$ cat src/rtl/serial_frame_tx.sv
// Serial frame transmitter: start bit, port (MSB first), length (MSB first),
// data (LSB first), then one high GAP tick. Advances only on clkEn ticks.
module serial_frame_tx #(
  parameter int DATA_W = 16,
  parameter int LEN_W  = 4,
  parameter int PORT_W = 2
) (
  input  logic              clk,
  input  logic              rst,
  input  logic              clkEn,
  input  logic              start,
  input  logic [PORT_W-1:0] port,
  input  logic [LEN_W-1:0]  len,
  input  logic [DATA_W-1:0] data,
  output logic              SerOut,
  output logic              busy,
  output logic              Done
);

  localparam int CW_D  = $clog2(DATA_W);
  localparam int CW_L  = $clog2(LEN_W);
  localparam int CW_P  = $clog2(PORT_W);
  localparam int CW_DL = (CW_D > CW_L) ? CW_D : CW_L;
  localparam int CNT_W = ((CW_DL > CW_P) ? CW_DL : CW_P) + 1;

  typedef enum logic [2:0] {IDLE, START, PORT, LEN, DATA, GAP} state_e;

  state_e              state_q, state_d;
  logic                ser_q, ser_d;
  logic                done_q, done_d;
  logic [PORT_W-1:0]   port_q, port_d;
  logic [LEN_W-1:0]    len_q, len_d;
  logic [LEN_W-1:0]    len_sh_q, len_sh_d;
  logic [DATA_W-1:0]   data_q, data_d;
  logic [CNT_W-1:0]    cnt_q, cnt_d;
  logic [LEN_W-1:0]    len_clamp;

  assign len_clamp = (32'(len) > DATA_W) ? LEN_W'(DATA_W) : len;

  always_ff @(posedge clk or posedge rst) begin
    if (rst) begin
      state_q  <= IDLE;
      ser_q    <= 1'b1;
      done_q   <= 1'b0;
      port_q   <= '0;
      len_q    <= '0;
      len_sh_q <= '0;
      data_q   <= '0;
      cnt_q    <= '0;
    end else begin
      state_q  <= state_d;
      ser_q    <= ser_d;
      done_q   <= done_d;
      port_q   <= port_d;
      len_q    <= len_d;
      len_sh_q <= len_sh_d;
      data_q   <= data_d;
      cnt_q    <= cnt_d;
    end
  end

  // Port and length are shifted out of copies so the MSB is always the next bit;
  // len_q keeps the untouched value for the zero check and data count.
  always_comb begin
    state_d  = state_q;
    ser_d    = ser_q;
    done_d   = 1'b0;
    port_d   = port_q;
    len_d    = len_q;
    len_sh_d = len_sh_q;
    data_d   = data_q;
    cnt_d    = cnt_q;
    if (clkEn) begin
      case (state_q)
        IDLE: begin
          ser_d = 1'b1;
          if (start) begin
            state_d  = START;
            ser_d    = 1'b0;
            port_d   = port;
            len_d    = len_clamp;
            len_sh_d = len_clamp;
            data_d   = data;
          end
        end
        START: begin
          state_d = PORT;
          ser_d   = port_q[PORT_W-1];
          port_d  = port_q << 1;
          cnt_d   = CNT_W'(PORT_W - 1);
        end
        PORT: begin
          if (cnt_q == '0) begin
            state_d  = LEN;
            ser_d    = len_sh_q[LEN_W-1];
            len_sh_d = len_sh_q << 1;
            cnt_d    = CNT_W'(LEN_W - 1);
          end else begin
            ser_d  = port_q[PORT_W-1];
            port_d = port_q << 1;
            cnt_d  = cnt_q - CNT_W'(1);
          end
        end
        LEN: begin
          if (cnt_q == '0) begin
            if (len_q == '0) begin
              state_d = GAP;
              ser_d   = 1'b1;
              done_d  = 1'b1;
            end else begin
              state_d = DATA;
              ser_d   = data_q[0];
              data_d  = data_q >> 1;
              cnt_d   = CNT_W'(len_q) - CNT_W'(1);
            end
          end else begin
            ser_d    = len_sh_q[LEN_W-1];
            len_sh_d = len_sh_q << 1;
            cnt_d    = cnt_q - CNT_W'(1);
          end
        end
        DATA: begin
          if (cnt_q == '0) begin
            state_d = GAP;
            ser_d   = 1'b1;
            done_d  = 1'b1;
          end else begin
            ser_d  = data_q[0];
            data_d = data_q >> 1;
            cnt_d  = cnt_q - CNT_W'(1);
          end
        end
        GAP: begin
          state_d = IDLE;
          ser_d   = 1'b1;
        end
        default: begin
          state_d = IDLE;
          ser_d   = 1'b1;
        end
      endcase
    end
  end

  always_comb begin
    busy   = (state_q != IDLE);
    SerOut = ser_q;
    Done   = done_q;
  end

endmodule

$ cat config.mk
export PLATFORM = sky130hd
export DESIGN_NAME = serial_frame_tx
export DESIGN_NICKNAME = d
export VERILOG_FILES = /design/src/rtl/serial_frame_tx.sv
export SDC_FILE = /design/constraint.sdc
export NUM_CORES = 1
export LEC_CHECK = 0
export ABC_AREA = 1
export BUFFER_PORTS_ARGS = -buffer_cell sky130_fd_sc_hd__buf_2
export CORE_UTILIZATION = 35
export CTS_BUF_LIST = sky130_fd_sc_hd__clkbuf_16
export CTS_CLUSTER_SIZE = 28
export DETAILED_ROUTE_END_ITERATION = 7
export GPL_ROUTABILITY_DRIVEN = 0
export SETUP_SLACK_MARGIN = 0.2
export SYNTH_ARGS = -nofsm -noshare
export SYNTH_HDL_FRONTEND = slang
export SYNTH_SLANG_ARGS = --single-unit
$ cat constraint.sdc
create_clock -name clk -period 2.2 [get_ports clk]
set_input_delay 0.55 -clock clk [delete_from_list [all_inputs] [get_ports clk]]
set_output_delay 0.55 -clock clk [all_outputs]
set_load 0.01 [all_outputs]
==> metrics.cfg <==
[cells_and_area]
final_cells = 424
drive_gt1_share_pct = 16.6
layout.nets = 377
synthToLayoutAreaGrowth_pct = 18.3
fill_cells = 631
num_antenna_cells = 0

[clock_tree]
cts_sinks = 36
htreeDepth = 2
root_buffer = clkbuf_16
hold_buffers = 0
numCtsBuffers = 5
clock_latency_ns = 0.28
cts_tree = done
cts_buffer_depth = 2
path_clk_slew_ns = 0.06

[logic_synthesis]
ys.flop_type = dfrtp_1
syn_avg_cell_area_um2 = 6.94
synth_cells = 311
synth-seq-cells = 36
synthDistinctLibCells = 29
synth-async-reset-ratio_pct = 100
ys_seq_area_share_pct = 41.8
ys_warn_count = 0
synth_edf_count = 0
netlist_area_um2 = 2160
synth_fp_nets = 340

[sta]
finalCriticalPeriod_ns = 1.84
holdWs_ns = 0.365
rsz0062_at_grt = no
worst_pin_slew_ns = 0.468
setup_tns_ns = 0
slew_viol_final = 0
max_freq_ghz = 0.544
post-route-period-util_pct = 83.5
finalHoldViolations = 0
finalSetupViolCount = 0
slew_headroom_pct = 68.8
clock_skew_ns = 0.00663

[job]
cap_violations = 0

[worst_setup_path]
worst_setup_path_end_kind = register
crit_type = register to register
required_ns = 2.36
reg2reg_from = cnt_q[0]$_DFFE_PP0P_
critPathArrivalTime_ns = 2.00
cp-start-kind = register
ff2ff_path_depth = 9
ff2ff_setup_slack_ns = 0.36
worstReg2RegEnd = data_q[9]$_DFFE_PP0P_
cp_max_fo = 16

[place]
hpwl_mm = 3.50
portBuffers = 28
dp_cells = 414

[power]
pwr-share-comb_pct = 49.3
internal_power_mw = 2.02
power_density_nw_per_um2 = 1420
switchingPower_mw = 1.61
pwr-share-seq_pct = 31.8
p_leak_nw = 1.42
swShare_pct = 44.2
p_clk_share_pct = 18.9
ir_drop_mv = 0.556

[drt]
ant_nets = 0
wl_per_cell_um = 11.6
first_pass_iters = 7
vias = 1986
drc_errors = 0
drt_wl_total_mm = 4.93
avgViaCountPerCell = 4.68
drtIter0Drc = 106

[floorplan]
core_area_um2 = 5920
dieWidth_um = 80.6
die_h_um = 80.6
io_pins = 29
initial_core_util_pct = 36.5
row_count = 28
die_area_um2 = 6490

[worst_hold_path]
hold_class = primary input to async pin

[grt]
antenna_found_initial = 0
grt_usage_pct = 17.5
grt_max_degree = 37
grt_pass1_vias = 1881
grt_first_pass_wirelength_mm = 8.66
overflow = 0

[outcome]
status = complete, no violations

==> power by group through the flow <==
stage	sequential [mW]	combinational (mW)	clock, mW
after CTS	1.15	1.77	0.708
after floorplan	1.12	1.39	0
after global routing	1.19	2.07	0.740
final	1.15	1.79	0.688
after global placement	1.15	1.74	0
after detailed placement	1.15	1.76	0
==> logic make-up (layout without fill, tap and decap cells) <==
| group | after synthesis | in the layout | synth area share [%] |
|---|---|---|---|
| and+or+nand+nor | 210 | 210 | 41.0 |
| DFF | 36 | 36 | 41.8 |
| buffers and inverters | 34 | 72 | 6.78 |
| AOI/OAI and AO/OA | 21 | 21 | 5.68 |
| xor gates and xnor gates | 4 | 4 | 1.62 |
| adders and majority gates | 3 | 3 | 1.74 |
| muxes | 3 | 3 | 1.39 |
==> layout by cell type (no fill, tap or decap), drive strengths merged, types with 2 or more instances in the layout <==
| master | count |
|---|---|
| buf | 36 |
| ha | 3 |
| dfrtp | 35 |
| clkbuf | 5 |
| inv | 29 |
| nor2 | 28 |
| o21ai | 14 |
| nor3 | 2 |
| xor2 | 2 |
| a21oi | 4 |
| nand3 | 27 |
| xnor2 | 2 |
| mux2i | 3 |
| nand2 | 151 |
==> worst max-delay path by stage <==
stage / start / to / slack [ns] / cells after the start
final: cnt_q[0]$_DFFE_PP0P_ / data_q[9]$_DFFE_PP0P_ / 0.36 / 9
after global routing: state_q[0]$_DFFE_PP0P_ / data_q[14]$_DFFE_PP0P_ / 0.25 / 9
after CTS: cnt_q[0]$_DFFE_PP0P_ / data_q[9]$_DFFE_PP0P_ / 0.30 / 9
after detailed placement: cnt_q[0]$_DFFE_PP0P_ / data_q[9]$_DFFE_PP0P_ / 0.33 / 9
after global placement: cnt_q[0]$_DFFE_PP0P_ / data_q[7]$_DFFE_PP0P_ / 0.35 / 9
after floorplan: cnt_q[0]$_DFFE_PP0P_ / cnt_q[3]$_DFFE_PP0P_ / 0.55 / 10
==> timing repair <==
| item | CTS | global route |
|---|---|---|
| buffers inserted | 0 | 2 |
| resized for setup | 0 | 1 |
| setup endpoints to repair | 0 | 18 |
==> synth_stat cells (3+ instances only) <==
cell / count / share of area, %
dfrtp_1: 35 / 41
nor2_4: 4 / 2.1
o21ai_0: 10 / 2.3
nand3_1: 25 / 5.8
mux2i_1: 3 / 1.4
inv_1: 25 / 4.3
ha_1: 3 / 1.7
nor2_1: 23 / 4.0
inv_2: 3 / 0.52
o21ai_1: 4 / 0.93
buf_2: 3 / 0.70
a21oi_1: 3 / 0.70
nand2_1: 148 / 26
==> worst max-delay path, cell delays in order (launching register included) <==
cell	delay, ns
dfrtp_1	0.39
inv_1	0.13
ha_1	0.20
nand3_2	0.17
nand2_1	0.14
nand2_2	0.08
a21oi_4	0.25
nand2_4	0.19
nand2_1	0.10
nand2_1	0.06
==> metrics by stage <==
| step | cell area (um^2) | utilization [%] | setup WS [ns] | power (mW) |
|---|---|---|---|---|
| after floorplan | 2160 | - | 0.550 | 2.51 |
| after global placement | 2400 | 40.5 | 0.352 | 2.89 |
| after detailed placement | 2400 | 40.5 | 0.334 | 2.91 |
| after CTS | 2540 | 42.9 | 0.305 | 3.63 |
| after global routing | 2550 | 43.2 | 0.246 | 4.00 |
| final | 2550 | 43.2 | 0.363 | 3.63 |
==> final cells by class <==
| type | instances | area, um^2 | share of cell area, % |
|---|---|---|---|
| Clock buffer | 5 | 125 | 4.90 |
| Clock inverter | 3 | 15.0 | 0.588 |
| Inverter | 28 | 105 | 4.11 |
| Multi-Input combinational cell | 241 | 1110 | 43.6 |
| Sequential cell | 36 | 902 | 35.3 |
| Tap cell | 75 | 93.8 | 3.67 |
| Timing Repair Buffer | 36 | 200 | 7.84 |
==> sequential cells by signal (all words and copies together) (netlist names) <==
signal / flops
SerOut: 1
state_q: 3
len_q: 4
port_q: 2
cnt_q: 5
data_q: 16
len_sh_q: 4
Done: 1
==> layer usage <==
metal,GRT usage [%],vias up,part of all wire (%)
li1,-,1044,-
met1,24.0,900,50
met2,26.9,36,44
met3,5.23,6,4.8
met4,3.75,0,0.97
met5,0,-,0
Power figures use the tool's default switching activity.
